[src/rtl/sqrt_bcd_converter.sv]
// rtl/sqrt_bcd_converter.sv - binary root to packed BCD converter (iterative double dabble)
//
// Captures an unsigned binary root when idle and converts it to packed BCD,
// one bit per clock. The last completed result stays on bcd_o until the next
// conversion finishes.
//
// Ports:
//   clk_i    in   clock, rising edge
//   rst_i    in   synchronous active-high reset
//   valid_i  in   root available (sampled only while idle)
//   sqrt_i   in   WIDTH-bit unsigned binary root
//   ready_o  out  idle and accepting a new root (forced low during reset)
//   bcd_o    out  4*DIGITS-bit packed BCD result, digit 0 in bits [3:0]
//   done_o   out  one-cycle pulse when bcd_o has just been updated

module sqrt_bcd_converter #(
  parameter int WIDTH  = 16,
  parameter int DIGITS = 5
) (
  input  logic                  clk_i,
  input  logic                  rst_i,
  input  logic                  valid_i,
  input  logic [WIDTH-1:0]      sqrt_i,
  output logic                  ready_o,
  output logic [4*DIGITS-1:0]   bcd_o,
  output logic                  done_o
);

  localparam int BCD_W = 4 * DIGITS;
  localparam int CNT_W = $clog2(WIDTH + 1);

  function automatic logic [127:0] pow10(input int n);
    logic [127:0] r;
    r = 128'd1;
    for (int i = 0; i < n; i++) begin
      r = r * 128'd10;
    end
    return r;
  endfunction

  localparam logic [127:0] MAX_BIN = (128'd1 << WIDTH) - 128'd1;

  // The largest binary input must fit in DIGITS decimal digits.
  generate
    if (pow10(DIGITS) <= MAX_BIN) begin : g_digits_too_few
      $error("sqrt_bcd_converter: DIGITS too small for WIDTH");
    end
  endgenerate

  localparam logic [1:0] IDLE  = 2'd0;
  localparam logic [1:0] SHIFT = 2'd1;
  localparam logic [1:0] DONE  = 2'd2;

  logic [1:0]       state;
  logic [BCD_W-1:0] acc;
  logic [BCD_W-1:0] acc_adj;
  logic [BCD_W-1:0] acc_next;
  logic [WIDTH-1:0] bin;
  logic [CNT_W-1:0] cnt;

  // Add-3 correction per nibble; digits are <= 9 so results stay within 4 bits.
  always_comb begin
    acc_adj = acc;
    for (int k = 0; k < DIGITS; k++) begin
      if (acc[4*k +: 4] >= 4'd5) begin
        acc_adj[4*k +: 4] = acc[4*k +: 4] + 4'd3;
      end
    end
    acc_next = {acc_adj[BCD_W-2:0], bin[WIDTH-1]};
  end

  always_ff @(posedge clk_i) begin
    if (rst_i) begin
      state <= IDLE;
      acc   <= '0;
      bin   <= '0;
      cnt   <= '0;
      bcd_o <= '0;
    end else begin
      case (state)
        IDLE: begin
          if (valid_i) begin
            bin   <= sqrt_i;
            acc   <= '0;
            cnt   <= CNT_W'(WIDTH);
            state <= SHIFT;
          end
        end
        SHIFT: begin
          acc <= acc_next;
          bin <= {bin[WIDTH-2:0], 1'b0};
          cnt <= cnt - 1'b1;
          // Last iteration: publish the fully shifted accumulator directly.
          if (cnt == CNT_W'(1)) begin
            bcd_o <= acc_next;
            state <= DONE;
          end
        end
        DONE: begin
          state <= IDLE;
        end
        default: begin
          state <= IDLE;
        end
      endcase
    end
  end

  assign ready_o = !rst_i && (state == IDLE);
  assign done_o  = (state == DONE);

endmodule

[config.mk]
export PLATFORM = sky130hd
export DESIGN_NAME = sqrt_bcd_converter
export DESIGN_NICKNAME = d
export VERILOG_FILES = /design/src/rtl/sqrt_bcd_converter.sv
export SDC_FILE = /design/constraint.sdc
export NUM_CORES = 1
export LEC_CHECK = 0
export ABC_CLOCK_PERIOD_IN_PS = 3200
export CAP_MARGIN = 20
export CORE_MARGIN = 2
export CORE_UTILIZATION = 59
export DETAILED_ROUTE_END_ITERATION = 6
export HOLD_SLACK_MARGIN = 0.06
export PLACE_DENSITY = 0.95
export SYNTH_ARGS = -nofsm -noshare
export SYNTH_HDL_FRONTEND = slang
export SYNTH_SLANG_ARGS = --single-unit
export TNS_END_PERCENT = 1
[constraint.sdc]
create_clock -name clk_i -period 3.2 [get_ports clk_i]
set_clock_uncertainty 0.2 [all_clocks]
set_input_delay 0.64 -clock clk_i [delete_from_list [all_inputs] [get_ports clk_i]]
set_output_delay 0.64 -clock clk_i [all_outputs]
set_load 0.02 [all_outputs]
==> impl_metrics.py <==
metrics = {
    "status": {
        "run_status": "finished, final reports clean",
    },
    "power_and_ir_drop": {
        "comb_power_share": 0.109,
        "power_per_cell_area_nw_per_um2": 502,
        "power.sequential.fraction": 0.457,
        "design_power_total_uw": 1850,
        "total_switching_power_uw": 476,
        "switching_share": 0.258,
        "share_clk_of_total_power": 0.434,
        "vdd_drop_max_mv": 0.414,
        "power.leakage_uw": 0.00134,
        "internal_power_of_the_cells_uw": 1370,
    },
    "timing": {
        "max_freq_ghz": 0.355,
        "rsz_0062_raised_after_global_routing": "false",
        "tightest_slew_ns": 0.596,
        "finalSetupTns_ns": 0,
        "timing.final.crit_period_ns": 2.81,
        "finalSetupViolCount": 0,
        "final_hold_viol_count": 0,
        "whs_ns": 0.291,
        "timing.final.crit_share": 0.879,
        "slew-limit-headroom": 0.602,
        "timing_max_transition_violations_final": 0,
    },
    "die": {
        "ioPinCount": 41,
        "die_w_um": 75.8,
        "die-area_um2": 5750,
        "initial_utilization": 0.604,
        "fp_rows": 26,
        "core-area_um2": 5040,
        "die-height_um": 75.8,
    },
    "setup_path": {
        "critPathKind": "in2out",
        "crit_path_top_delay_cell": "clkdlybuf4s50_1",
        "worst_ep_required_time_ns": 2.36,
        "critical_path_arrival_ns": 1.97,
        "critical_path_depth": 3,
        "critPathMostFrequentCell": "clkdlybuf4s50_1",
        "cp_num_buf_inv": 2,
        "worstSetupEndpointType": "output port",
        "maximum_fanout_count_along_the_critical_path": 2,
        "type_of_element_launching_the_critical_path": "input pin",
        "depth_of_the_most_critical_reg_to_reg_path": 5,
        "critical_path.cell_chain": "clkdlybuf4s50_1 > nor3_1 > clkdlybuf4s50_1",
        "cpLargestDelayFamily": "buffers and inverters",
        "critPathMaxStageDelay_ns": 0.66,
    },
    "cells_and_area": {
        "finish.net_count": 415,
        "layout-drive-gt1-share": 0.126,
        "finish.instance_area_um2": 3690,
        "num_antenna_cells": 0,
        "n_fill_cell": 349,
        "synthToLayoutAreaGrowth_pct": 21.1,
        "utilization": 0.731,
    },
    "routing": {
        "drt_first_iter_violations": 283,
        "vias_per_cell": 5.98,
        "routed-via-count": 2747,
        "drcViolationCount": 0,
        "drt_first_pass_iters": 5,
        "final_wirelength_mm": 7.43,
        "routed_wire_length_per_instance_um": 16.2,
        "route.antenna.remaining_nets": 0,
    },
    "placed_design": {
        "dpl-instance-area_um2": 3450,
        "globalplace.congestion": 0.743,
        "hpwlAfterDp_mm": 4.62,
        "place.port_buffers": 40,
    },
    "clocking": {
        "clk_transition_reported_paths_ns": 0.08,
        "ctsHtreeMaxLevel": 3,
        "cts_setup_buffers": 0,
        "max-clock-path-buffers": 2,
        "cts_resized": 0,
        "cts-buffers-inserted": 9,
        "clk_root_buffer_cell": "clkbuf_8",
        "numClockSinks": 63,
        "clock_latency_ns": 0.35,
        "postCtsHoldBufs": 0,
        "tritoncts": "done",
    },
    "logic_synthesis": {
        "post_synth_instance_area_um2": 3040,
        "synth_cell_types": 38,
        "syn-mean-instance-area_um2": 8.70,
        "synth.top_cells.by_area": "dfxtp_1 (41%), a21oi_1 (7.6%), nor2_1 (5.4%), ha_1 (4.9%), o221a_2 (4.8%)",
        "yosysWarnings": 0,
        "synth_seq_area_share": 0.414,
        "syn_nets": 381,
        "postSynthRegisterBits": 63,
        "largest_area_contributor_in_the_synthesized_netlist": "dfxtp_1",
        "cells_after_synthesis": 350,
        "yosysTopAreaCellShare": 0.414,
    },
    "min_path": {
        "hold-path-cell-count": 2,
        "hold_class": "reg2reg",
    },
    "global_routing": {
        "grt_pass1_wl_mm": 11.9,
        "gr-usage-all-layers": 0.275,
        "first_global_vias": 2542,
        "grt_antenna_before_repair": 0,
        "grt_start_max_net_pins": 47,
        "grt-ovfl-total": 0,
    },
    "job": {
        "maxCapViolCount": 0,
    },
}
[metal layers]
metal / GRT usage / up-vias / routed length [µm]
met1: 0.339 / 1300 / 3080
li1: - / 1308 / -
met3: 0.0556 / 26 / 382
met5: 0 / - / 0
met2: 0.457 / 113 / 3750
met4: 0.136 / 0 / 225
[power by group through the flow]
| stage | registers (µW) | clock network (µW) | logic (µW) |
|---|---|---|---|
| 6_report | 846 | 802 | 202 |
| 5_1_grt | 850 | 834 | 222 |
| 4_1_cts | 845 | 802 | 200 |
| 3_5_place_dp | 863 | 0 | 194 |
| 3_3_place_gp | 860 | 0 | 184 |
| 2_1_floorplan | 856 | 0 | 139 |
[layout by cell type (no fill, tap or decap), drive strengths merged, types with 2 or more instances in the layout]
| master | Yosys | routed |
|---|---|---|
| o22ai | 22 | 22 |
| clkinv | 0 | 3 |
| nand2 | 6 | 6 |
| inv | 29 | 29 |
| buf | 12 | 8 |
| nor3b | 9 | 9 |
| clkdlybuf4s50 | 0 | 40 |
| mux2i | 2 | 2 |
| bufinv | 0 | 2 |
| o21ai | 12 | 12 |
| a211oi | 9 | 9 |
| o221a | 13 | 13 |
| clkbuf | 13 | 10 |
| mux2 | 6 | 6 |
| a32o | 5 | 5 |
| nor2b | 3 | 3 |
| xnor2 | 5 | 5 |
| a21oi | 46 | 46 |
| o31ai | 6 | 6 |
| nand2b | 23 | 23 |
| dfxtp | 63 | 63 |
| nor2 | 44 | 44 |
| ha | 12 | 12 |
[kinds of logic after synthesis]
family | Yosys count | synth area share
compound gates | 117 | 0.258
xor+xnor | 5 | 0.0144
fa+ha+maj | 12 | 0.0493
buf+inv | 54 | 0.0810
flops | 63 | 0.414
mux | 8 | 0.0288
simple gates | 91 | 0.155
[worst reg2reg max path: stages (launching register included)]
cell      delay [ns]
dfxtp_1         0.40
ha_1            0.17
nor4b_1         0.38
nor2b_2         0.52
nand2b_1        0.39
o22ai_1         0.29
[flip-flops by register name, summed over array words and instances, names as in the netlist]
signal and flops:
cnt 5, state 2, acc 20, bin 16, bcd_o 20
[synth_stat cells]
| master | number |
|---|---|
| clkbuf_1 | 12 |
| o31ai_2 | 3 |
| ha_1 | 12 |
| nand2b_1 | 22 |
| a22oi_1 | 1 |
| o21bai_1 | 1 |
| a32o_1 | 5 |
| nor2b_2 | 1 |
| buf_6 | 4 |
| nand2b_4 | 1 |
| dfxtp_1 | 63 |
| buf_4 | 2 |
| a211oi_1 | 9 |
| or2_4 | 1 |
| o22ai_1 | 22 |
| a2111oi_0 | 1 |
| nor2_1 | 44 |
| nor3b_1 | 9 |
| buf_1 | 2 |
| mux2i_1 | 2 |
| mux2_2 | 6 |
| o31ai_1 | 3 |
| a21oi_1 | 46 |
| a221oi_1 | 1 |
| o21ai_0 | 11 |
| clkbuf_2 | 1 |
| nor4_1 | 1 |
| nor2b_1 | 2 |
| inv_1 | 29 |
| nor3_1 | 1 |
| buf_2 | 4 |
| o221a_2 | 13 |
| nor4b_1 | 1 |
| xnor2_1 | 5 |
| and3_1 | 1 |
| nand3b_1 | 1 |
| o21ai_1 | 1 |
| nand2_1 | 6 |
[area by class of cell]
class / count / area [µm²] / area share
tap: 70 / 87.6 / 0.0238
clock inverter: 6 / 93.8 / 0.0255
inverter: 29 / 109 / 0.0295
clock buffer: 10 / 138 / 0.0373
timing repair buffer: 48 / 460 / 0.125
sequential: 63 / 1260 / 0.342
multi-input combinational: 233 / 1540 / 0.417
[worst paths after layout]
path | from | endpoint | slack [ns]
max | rst_i | ready_o | 0.39
min | bcd_o[2] | bcd_o[2] | 0.29
max reg2reg | cnt[0] | bcd_o[18] | 0.77
min reg2reg | bcd_o[2] | bcd_o[2] | 0.29
[metrics by stage]
step                setup WS (ns)  instances
global route                0.286        459
finish                      0.386        459
detailed placement          0.408        443
CTS                         0.377        459
floorplan                   0.721        350
global placement            0.406        443
Power figures use the tool's default switching activity.
